`config.mk`:
```
export PLATFORM = sky130hd
export DESIGN_NAME = serial_addsub
export DESIGN_NICKNAME = d
export VERILOG_FILES = /design/src/rtl/serial_addsub.sv
export SDC_FILE = /design/constraint.sdc
export NUM_CORES = 1
export LEC_CHECK = 0
export CAP_MARGIN = 20
export CORE_AREA = 2 2 64 66
export DETAILED_ROUTE_END_ITERATION = 10
export DIE_AREA = 0 0 66 68
export HOLD_SLACK_MARGIN = 0.03
export PLACE_DENSITY_LB_ADDON = 0.05
export SYNTH_ARGS = -nofsm -noshare
export SYNTH_HDL_FRONTEND = slang
export SYNTH_SLANG_ARGS = --single-unit
```
`constraint.sdc`:
```
create_clock -name clk -period 2.3 [get_ports clk]
set_clock_uncertainty 0.15 [all_clocks]
set_input_delay 0.46 -clock clk [delete_from_list [all_inputs] [get_ports clk]]
set_output_delay 0.46 -clock clk [all_outputs]
set_load 0.01 [all_outputs]
```
`src/rtl/serial_addsub.sv`:
```
// rtl/serial_addsub.sv - digit-serial two's-complement adder/subtractor with start/done handshake
module serial_addsub #(
    parameter int WIDTH = 8,
    parameter int DIGIT = 1
) (
    input  logic             clk,
    input  logic             rst,
    input  logic             start,
    input  logic [WIDTH-1:0] Data0,
    input  logic [WIDTH-1:0] Data1,
    input  logic             mode,
    output logic             busy,
    output logic             done,
    output logic [WIDTH-1:0] result,
    output logic             carry_out,
    output logic             overflow,
    output logic             zero,
    output logic             negative
);

    // Number of digit cycles per operation and the counter that walks them.
    localparam int N  = WIDTH / DIGIT;
    localparam int CW = (N > 1) ? $clog2(N) : 1;
    localparam logic [CW-1:0] LAST_DIGIT = CW'(N - 1);

    localparam logic [0:0] S_IDLE = 1'b0;
    localparam logic [0:0] S_RUN  = 1'b1;

    logic [0:0]       state_q, state_d;
    logic [WIDTH-1:0] a_q, a_d;
    logic [WIDTH-1:0] b_q, b_d;
    logic [WIDTH-1:0] acc_q, acc_d;
    logic             mode_q, mode_d;
    logic             carry_q, carry_d;
    logic [CW-1:0]    cnt_q, cnt_d;

    logic [WIDTH-1:0] result_q, result_d;
    logic             carry_out_q, carry_out_d;
    logic             overflow_q, overflow_d;
    logic             zero_q, zero_d;
    logic             negative_q, negative_d;
    logic             done_q, done_d;

    // Digit slice signals.
    logic [DIGIT-1:0]       a_dig;
    logic [DIGIT-1:0]       b_dig;
    logic [DIGIT:0]         dig_sum;
    logic [DIGIT-1:0]       sum_dig;
    logic                   dig_cout;
    logic                   dig_cmsb;
    logic [WIDTH+DIGIT-1:0] acc_wide;
    logic [WIDTH-1:0]       acc_next;

    // One DIGIT-wide carry-chain slice; B is inverted here for subtraction.
    always_comb begin
        a_dig    = a_q[DIGIT-1:0];
        b_dig    = mode_q ? b_q[DIGIT-1:0] : ~b_q[DIGIT-1:0];
        dig_sum  = {1'b0, a_dig} + {1'b0, b_dig} + {{DIGIT{1'b0}}, carry_q};
        sum_dig  = dig_sum[DIGIT-1:0];
        dig_cout = dig_sum[DIGIT];
        // Carry into the top bit of the slice recovered from its sum bit.
        dig_cmsb = sum_dig[DIGIT-1] ^ a_dig[DIGIT-1] ^ b_dig[DIGIT-1];
        // New sum digit enters at the MSB end; after N digits the LSB digit
        // has travelled down to bit 0.
        acc_wide = {sum_dig, acc_q};
        acc_next = acc_wide[WIDTH+DIGIT-1:DIGIT];
    end

    // Next-state: operand capture in IDLE, one digit per cycle in RUN.
    always_comb begin
        state_d     = state_q;
        a_d         = a_q;
        b_d         = b_q;
        acc_d       = acc_q;
        mode_d      = mode_q;
        carry_d     = carry_q;
        cnt_d       = cnt_q;
        result_d    = result_q;
        carry_out_d = carry_out_q;
        overflow_d  = overflow_q;
        zero_d      = zero_q;
        negative_d  = negative_q;
        done_d      = 1'b0;

        if (state_q == S_IDLE) begin
            if (start) begin
                a_d     = Data0;
                b_d     = Data1;
                mode_d  = mode;
                carry_d = ~mode;
                cnt_d   = '0;
                acc_d   = '0;
                state_d = S_RUN;
            end
        end else begin
            a_d     = a_q >> DIGIT;
            b_d     = b_q >> DIGIT;
            acc_d   = acc_next;
            carry_d = dig_cout;
            cnt_d   = cnt_q + CW'(1);
            if (cnt_q == LAST_DIGIT) begin
                state_d     = S_IDLE;
                result_d    = acc_next;
                carry_out_d = dig_cout;
                overflow_d  = dig_cmsb ^ dig_cout;
                zero_d      = (acc_next == '0);
                negative_d  = acc_next[WIDTH-1];
                done_d      = 1'b1;
            end
        end
    end

    // State and visible-output registers; reset wins over everything.
    always_ff @(posedge clk) begin
        if (rst) begin
            state_q     <= S_IDLE;
            a_q         <= '0;
            b_q         <= '0;
            acc_q       <= '0;
            mode_q      <= 1'b0;
            carry_q     <= 1'b0;
            cnt_q       <= '0;
            result_q    <= '0;
            carry_out_q <= 1'b0;
            overflow_q  <= 1'b0;
            zero_q      <= 1'b0;
            negative_q  <= 1'b0;
            done_q      <= 1'b0;
        end else begin
            state_q     <= state_d;
            a_q         <= a_d;
            b_q         <= b_d;
            acc_q       <= acc_d;
            mode_q      <= mode_d;
            carry_q     <= carry_d;
            cnt_q       <= cnt_d;
            result_q    <= result_d;
            carry_out_q <= carry_out_d;
            overflow_q  <= overflow_d;
            zero_q      <= zero_d;
            negative_q  <= negative_d;
            done_q      <= done_d;
        end
    end

    assign busy      = (state_q == S_RUN);
    assign done      = done_q;
    assign result    = result_q;
    assign carry_out = carry_out_q;
    assign overflow  = overflow_q;
    assign zero      = zero_q;
    assign negative  = negative_q;

endmodule

```
==> Yosys cells after proc, flatten, opt, wreduce, memory -nomap -nowiden <==
Cells that the tools add are included.
{ "totals": {"elab_cells": 46, "register_bits": 43} }
{ "op_classes": {"n_mux": 15, "eq_ne": 1, "bitwise": 6, "n_addsub": 3, "reduce_logical": 6} }
{ "ops": {"columns": ["operator", "n"], "rows": [
  ["7-bit two-way mux", 4],
  ["8-bit two-way mux", 2],
  ["8-bit logical NOT", 1],
  ["1-bit two-way mux", 7],
  ["3-bit two-way mux", 2],
  ["2-bit AND reduction", 2],
  ["2-bit OR reduction", 2],
  ["3-bit by 1-bit adder with 3-bit output (second input constant)", 1],
  ["3-bit == test (second input constant)", 1],
  ["1-bit inverter", 3],
  ["1-bit XOR", 3],
  ["1-bit by 1-bit adder with 2-bit output", 1],
  ["2-bit by 1-bit adder with 2-bit output", 1],
  ["2-bit nonzero test", 1]
]} }

==> Depth between registers and ports, before layout <==
Gate-level depths: netlist of run 1.
{ "logic_depth": {"ltp_word": 7, "ltp_mapped": 7, "ltp_nobuf": 5} }

==> Worst setup path before layout of run 1 <==
Ideal clock, no wire load.
{ "synth_timing": {"path_type": "register -> register", "from": "register mode_q", "to": "register zero_q, in the netlist zero", "arrival_time_ps": 1460, "required_ps": 2084, "path_buffers": 0, "slack_ps": 624, "path_stages_with_launch": 6, "cell_sequence": "dfxtp_1 > xor2_1 > fa_1 > nor4b_1 > nand3_2 > a21oi_2"} }
{ "synth_via": {"elab_chain_cells": 4} }
{ "synth_lines": {"columns": ["element", "line_no", "source"], "rows": [
  ["from (decl)", "33", "logic mode_q, mode_d;"],
  ["from (signal assigned)", "134", "mode_q <= mode_d;"],
  ["1-bit two-way mux", "57", "b_dig = mode_q ? b_q[DIGIT-1:0] : ~b_q[DIGIT-1:0];"],
  ["1-bit by 1-bit adder with 2-bit output", "58", "dig_sum = {1'b0, a_dig} + {1'b0, b_dig} + {{DIGIT{1'b0}}, carry_q};"],
  ["2-bit by 1-bit adder with 2-bit output", "58", null],
  ["8-bit logical NOT", "106", "zero_d = (acc_next == '0);"],
  ["to (signal assigned)", "140", "zero_q <= zero_d;"],
  ["to (decl)", "40", "logic zero_q, zero_d;"]
]} }
No other way between the ends.
A chain may end at the register's enable or synchronous reset.

==> Worst setup path in the final report of run 1 <==
{ "layout_timing": {"from": "register a_q[0]", "to": "register zero_q, in the netlist zero"} }
{ "layout_via": {"elab_chain_cells": 3} }
{ "layout_lines": {"columns": ["element", "line_no", "source"], "rows": [
  ["from (decl)", "30", "logic [WIDTH-1:0] a_q, a_d;"],
  ["from (signal assigned)", "117", "a_q <= '0;"],
  ["from (signal assigned)", "131", "a_q <= a_d;"],
  ["1-bit by 1-bit adder with 2-bit output", "58", null],
  ["2-bit by 1-bit adder with 2-bit output", "58", null],
  ["8-bit logical NOT", "106", null]
]} }
No other way between the ends.

==> results.py, run 1 <==
metrics = {
    "run_status": {
        "status": "finished clean",
    },
    "sta": {
        "fmaxAchievable_ghz": 0.537,
        "hold_viol": 0,
        "max_slew_margin_pct": 68.1,
        "setup-tns-final_ns": 0,
        "tightest_slew_ns": 0.479,
        "slew_violations": 0,
        "hold_slack_ns": 0.316,
        "setup_violations": 0,
        "min_period_ns": 1.86,
        "rsz0062_at_grt": "false",
        "period_share_pct": 81.0,
    },
    "min_path": {
        "min_path_cells": 2,
        "holdCritStartpoint": "result[0]",
        "min_to": "result[0]",
        "worstHoldPathType": "flip-flop to flip-flop",
    },
    "synthesis": {
        "synth_ff_type": "dfxtp_1",
        "yosysSeqAreaShare_pct": 44.4,
        "netlist.area_leader.share_pct": 44.4,
        "synth_nets": 210,
        "synth.area.top_cells": "dfxtp_1 (44%), mux2i_1 (9.7%), mux2_2 (8.5%)",
        "synth_common_cells": "dfxtp_1 (41), nor2_1 (30), mux2i_1 (18)",
        "async_flop_share_pct": 0,
        "synth-seq-cells": 41,
        "synth_top_cell_by_area": "dfxtp_1",
        "synth_cells": 186,
        "syn_area_per_cell_um2": 9.94,
        "synth_edf_count": 0,
        "yosysWarnings": 0,
        "synth_area_mm2": 0.00185,
        "synth.distinct_cells": 30,
        "yosysMostFrequentCell": "dfxtp_1",
    },
    "global_routing": {
        "grt_pass1_wl_mm": 5.44,
        "grtUsageTotal_pct": 16.0,
        "grt_pass1_vias": 1319,
        "antenna_found_initial": 0,
        "grt_max_degree": 42,
        "grt_overflow_total": 0,
    },
    "drt": {
        "initialDrtViolationCount": 44,
        "vias": 1325,
        "drt-total-wl_mm": 3.23,
        "drc": 0,
        "avgRoutedWirePerCell_um": 12.2,
        "via_per_inst": 5.00,
        "ant_nets": 0,
        "firstDrtPassIters": 3,
    },
    "setup_path": {
        "crit_path_start_kind": "flip-flop",
        "worstReg2RegEnd": "zero",
        "crit_path_max_fanout": 3,
        "required_ns": 2.38,
        "timing.rr.start": "a_q[0]",
        "endpoint_kind": "flip-flop",
        "r2r_slack_ns": 0.44,
        "rr_worst_depth": 5,
        "worstSetupPathType": "flip-flop to flip-flop",
        "cp_data_arrival_time_ns": 1.94,
    },
    "clock_network": {
        "clock-sinks": 41,
        "clk_path_buf_depth": 2,
        "cts-buffers-inserted": 5,
        "postCtsHoldBufs": 0,
        "clock_latency_ns": 0.29,
        "cts.repair.resized": 0,
        "cts-root-buf": "clkbuf_8",
        "htree_levels": 2,
        "cts_tree": "yes",
        "path_clk_slew_ns": 0.08,
        "post_cts.repair.setup_buffers": 0,
    },
    "floorplan": {
        "start_util_pct": 47.9,
        "io_pins": 34,
        "rows": 23,
        "coreArea_mm2": 0.00386,
        "die_h_um": 68,
        "dieArea_mm2": 0.00449,
        "dieWidth_um": 66,
    },
    "place": {
        "hpwl_mm": 2.26,
        "gp_congestion": 0.697,
        "place.port_buffers": 33,
    },
    "pwr": {
        "vdd_ir_drop_max_mv": 0.292,
        "power_density_mw_per_mm2": 672,
        "leakagePower_nw": 0.854,
    },
    "layout": {
        "diodes": 0,
        "multi_input_comb_area_um2": 887,
        "fin_util_pct": 58.9,
        "fillCellCount": 349,
        "drive_gt1_share_pct": 17.7,
        "areaGrowthSynthToFinish_pct": 23.0,
        "seq_area_um2": 822,
        "final_nets": 238,
    },
    "job": {
        "drv_cap": 0,
    },
}
[routing by layer]
metal,track usage (%),routed length [µm]
met1,17.4,1430
met2,30.2,1620
met3,3.95,136
met4,6.12,53
met5,0,0
[layout make-up]
| cell class | count | area share (%) |
|---|---|---|
| Tap cell | 50 | 2.75 |
| Timing Repair Buffer | 37 | 16.4 |
| Clock inverter | 1 | 1.32 |
| Sequential cell | 41 | 36.2 |
| Multi-Input combinational cell | 126 | 39.0 |
| Inverter | 3 | 0.496 |
| Clock buffer | 7 | 3.80 |
[kinds of logic (layout without fill, tap and decap cells)]
kind of cell	after synthesis	count (layout)	share of synthesized area (%)
buf+inv	19	48	7.58
xor+xnor	3	3	1.42
flops	41	41	44.4
fa+ha+maj	4	4	3.11
mux	32	32	18.3
simple gates	65	65	16.9
compound gates	22	22	8.26
[metrics by stage]
stage	worst slack, ns	cells	power, mW	instance area [µm²]
floorplan	0.624	186	0.901	1850
global placement	0.345	257	0.945	2160
detailed placement	0.300	257	0.954	2160
CTS	0.392	265	1.54	2270
global route	0.299	265	1.59	2270
finish	0.438	265	1.53	2270
[worst max path at each step]
| stage | to | depth (start not counted) | startpoint |
|---|---|---|---|
| 3_3_place_gp | a_q[5] | 5 | start |
| 4_1_cts | zero | 5 | a_q[0] |
| 5_1_grt | zero | 5 | a_q[0] |
| 3_5_place_dp | a_q[2] | 5 | start |
| 2_1_floorplan | zero | 5 | mode_q |
| 6_report | zero | 5 | a_q[0] |
[power breakdown]
group | leakage (nW) | switching [mW] | internal (mW)
clock network | 0.0585 | 0.238 | 0.354
registers | 0.334 | 0.0156 | 0.735
logic | 0.462 | 0.0834 | 0.101
[cells in the final DEF (no fill, tap or decap), drive strengths merged]
| cell | n |
|---|---|
| dfxtp | 41 |
| ha | 3 |
| nor2 | 31 |
| buf | 4 |
| clkdlybuf4s50 | 33 |
| and2 | 1 |
| xor2 | 2 |
| inv | 3 |
| nor4 | 1 |
| nand2 | 16 |
| nor3b | 9 |
| nand3 | 1 |
| a211oi | 3 |
| clkbuf | 7 |
| bufinv | 1 |
| a21oi | 18 |
| nor2b | 1 |
| nand2b | 1 |
| mux2 | 14 |
| nor4b | 1 |
| xnor2 | 1 |
| fa | 1 |
| a211o | 1 |
| mux2i | 18 |
| nor3 | 3 |
[critical path, cell delays in order, from the launching register on]
cell	delay (ns)
dfxtp_1	0.37
inv_1	0.09
fa_1	0.59
nor4b_1	0.33
nand3_2	0.13
a21oi_2	0.13
[state kept, by name, summed over array words and instances, names as in the netlist, 3 cells and up]
register  cells
a_q           8
result        8
acc_q         7
b_q           8
cnt_q         3
Note: power is estimated with default switching activity, not from simulation.
==> inputs of run 2 (changes only) <==
==> constraint.sdc (replaced) <==
create_clock -name clk -period 1.85 [get_ports clk]
set_clock_uncertainty 0.15 [all_clocks]
set_input_delay 0.37 -clock clk [delete_from_list [all_inputs] [get_ports clk]]
set_output_delay 0.37 -clock clk [all_outputs]
set_load 0.01 [all_outputs]
==> run 2 against run 1 <==
Net effect: global-route usage barely moved; worst hold slack got worse by 0.0050 ns; sequential cell count did not move; die area did not move; critical path type is now flip-flop to output port; largest cell class unchanged; highest routed layer unchanged.
==> results.py, run 2 (synthesis results as in run 1) <==
metrics = {
    "run_status": {
        "status": "finished clean",
    },
    "pwr": {
        "power_mw": 2.02,
        "leakagePower_nw": 0.891,
        "vdd_ir_drop_max_mv": 0.540,
        "power_density_mw_per_mm2": 862,
    },
    "sta": {
        "max_slew_margin_pct": 77.2,
        "setup-tns-final_ns": 0,
        "hold_viol": 0,
        "hold_slack_ns": 0.311,
        "min_period_ns": 1.70,
        "fmaxAchievable_ghz": 0.588,
        "setup_slack_ns": 0.149,
        "tightest_slew_ns": 0.339,
        "period_share_pct": 92.0,
        "slew_violations": 0,
        "setup_violations": 0,
        "rsz0062_at_grt": "false",
    },
    "clock_network": {
        "cts-root-buf": "clkbuf_8",
        "postCtsHoldBufs": 0,
        "path_clk_slew_ns": 0.08,
        "cts_tree": "yes",
        "clk_path_buf_depth": 2,
        "cts-buffers-inserted": 5,
        "htree_levels": 2,
        "clock_latency_ns": 0.29,
        "clock-sinks": 41,
    },
    "drt": {
        "vias": 1333,
        "drt-total-wl_mm": 3.20,
        "drc": 0,
        "firstDrtPassIters": 4,
        "initialDrtViolationCount": 52,
        "avgRoutedWirePerCell_um": 11.9,
        "ant_nets": 0,
        "via_per_inst": 4.97,
    },
    "place": {
        "dpl_worst_slack_ns": -0.0364,
        "place.port_buffers": 33,
        "gp_congestion": 0.658,
        "place_inst": 260,
        "hpwl_mm": 2.26,
        "dpl_cell_area_mm2": 0.00220,
    },
    "global_routing": {
        "grt_max_degree": 42,
        "grt_overflow_total": 0,
        "grt_pass1_vias": 1235,
        "grtUsageTotal_pct": 16.0,
        "antenna_found_initial": 0,
        "grt_pass1_wl_mm": 5.38,
    },
    "setup_path": {
        "max_stage_delay_ns": 0.54,
        "crit_path_max_fanout": 3,
        "path_buf_inv": 1,
        "endpoint_kind": "output port",
        "cp_data_arrival_time_ns": 1.18,
        "critical_path_depth": 1,
        "worstSetupPathType": "flip-flop to output port",
        "critical_path.top_delay_family": "buffers and inverters",
        "required_ns": 1.33,
        "slowest_stage": "clkdlybuf4s50_1",
        "r2r_slack_ns": 0.18,
        "crit_path_start_kind": "flip-flop",
        "worstReg2RegEnd": "zero",
        "rr_worst_depth": 5,
        "timing.rr.start": "mode_q",
        "path_cells": "clkdlybuf4s50_1",
    },
    "min_path": {
        "min_path_cells": 2,
        "min_to": "result[0]",
        "holdCritStartpoint": "result[0]",
        "worstHoldPathType": "flip-flop to flip-flop",
    },
    "floorplan": {
        "die_h_um": 68,
        "start_util_pct": 47.9,
        "coreArea_mm2": 0.00386,
        "dieArea_mm2": 0.00449,
        "rows": 23,
        "io_pins": 34,
        "dieWidth_um": 66,
    },
    "layout": {
        "areaGrowthSynthToFinish_pct": 26.8,
        "instances_no_fill": 268,
        "fin_util_pct": 60.8,
        "fin_area_mm2": 0.00234,
        "final_common_cell": "dfxtp_1",
        "fillCellCount": 348,
        "drive_gt1_share_pct": 19.7,
        "final_cell_mix": "dfxtp_1 (40), clkdlybuf4s50_1 (33), nor2_1 (30), mux2i_1 (18), nand2_1 (16)",
        "final_nets": 241,
        "diodes": 0,
        "multi_input_comb_area_um2": 893,
        "seq_area_um2": 822,
    },
    "job": {
        "drv_cap": 0,
    },
}
-- run 2: cell type report --
type                            count  area share, %
Clock buffer                        5           2.94
Clock inverter                      3           2.78
Inverter                            3          0.481
Multi-Input combinational cell    126           38.1
Sequential cell                    41           35.1
Tap cell                           50           2.67
Timing Repair Buffer               40           17.9
-- run 2: repair_timing --
item,4_1_cts,5_1_grt
buffers inserted,0,0
gates resized for setup,0,1
endpoints found under the hold margin,0,0
endpoints found under the setup margin,0,1
-- run 2: how the worst max path moves through the flow --
stage                    from        to  slack (ns)
global placement        start    a_q[0]        0.01
detailed placement      start    a_q[6]       -0.04
floorplan              mode_q      zero        0.17
finish              result[7]  negative        0.15
CTS                    mode_q      zero        0.05
global route           mode_q      zero        0.07
-- run 2: power by group --
part           switching (mW)  leakage (nW)  internal [mW]
registers              0.0186         0.334          0.914
logic                   0.108         0.489          0.143
clock network           0.301        0.0681          0.536
-- run 2: layer usage --
layer	GRT usage [%]	vias to the layer above	share of wire [%]
met3	5.43	7	5.2
met1	16.4	606	43
met4	7.65	0	1.9
met5	0	-	0
li1	-	685	-
met2	29.4	35	50
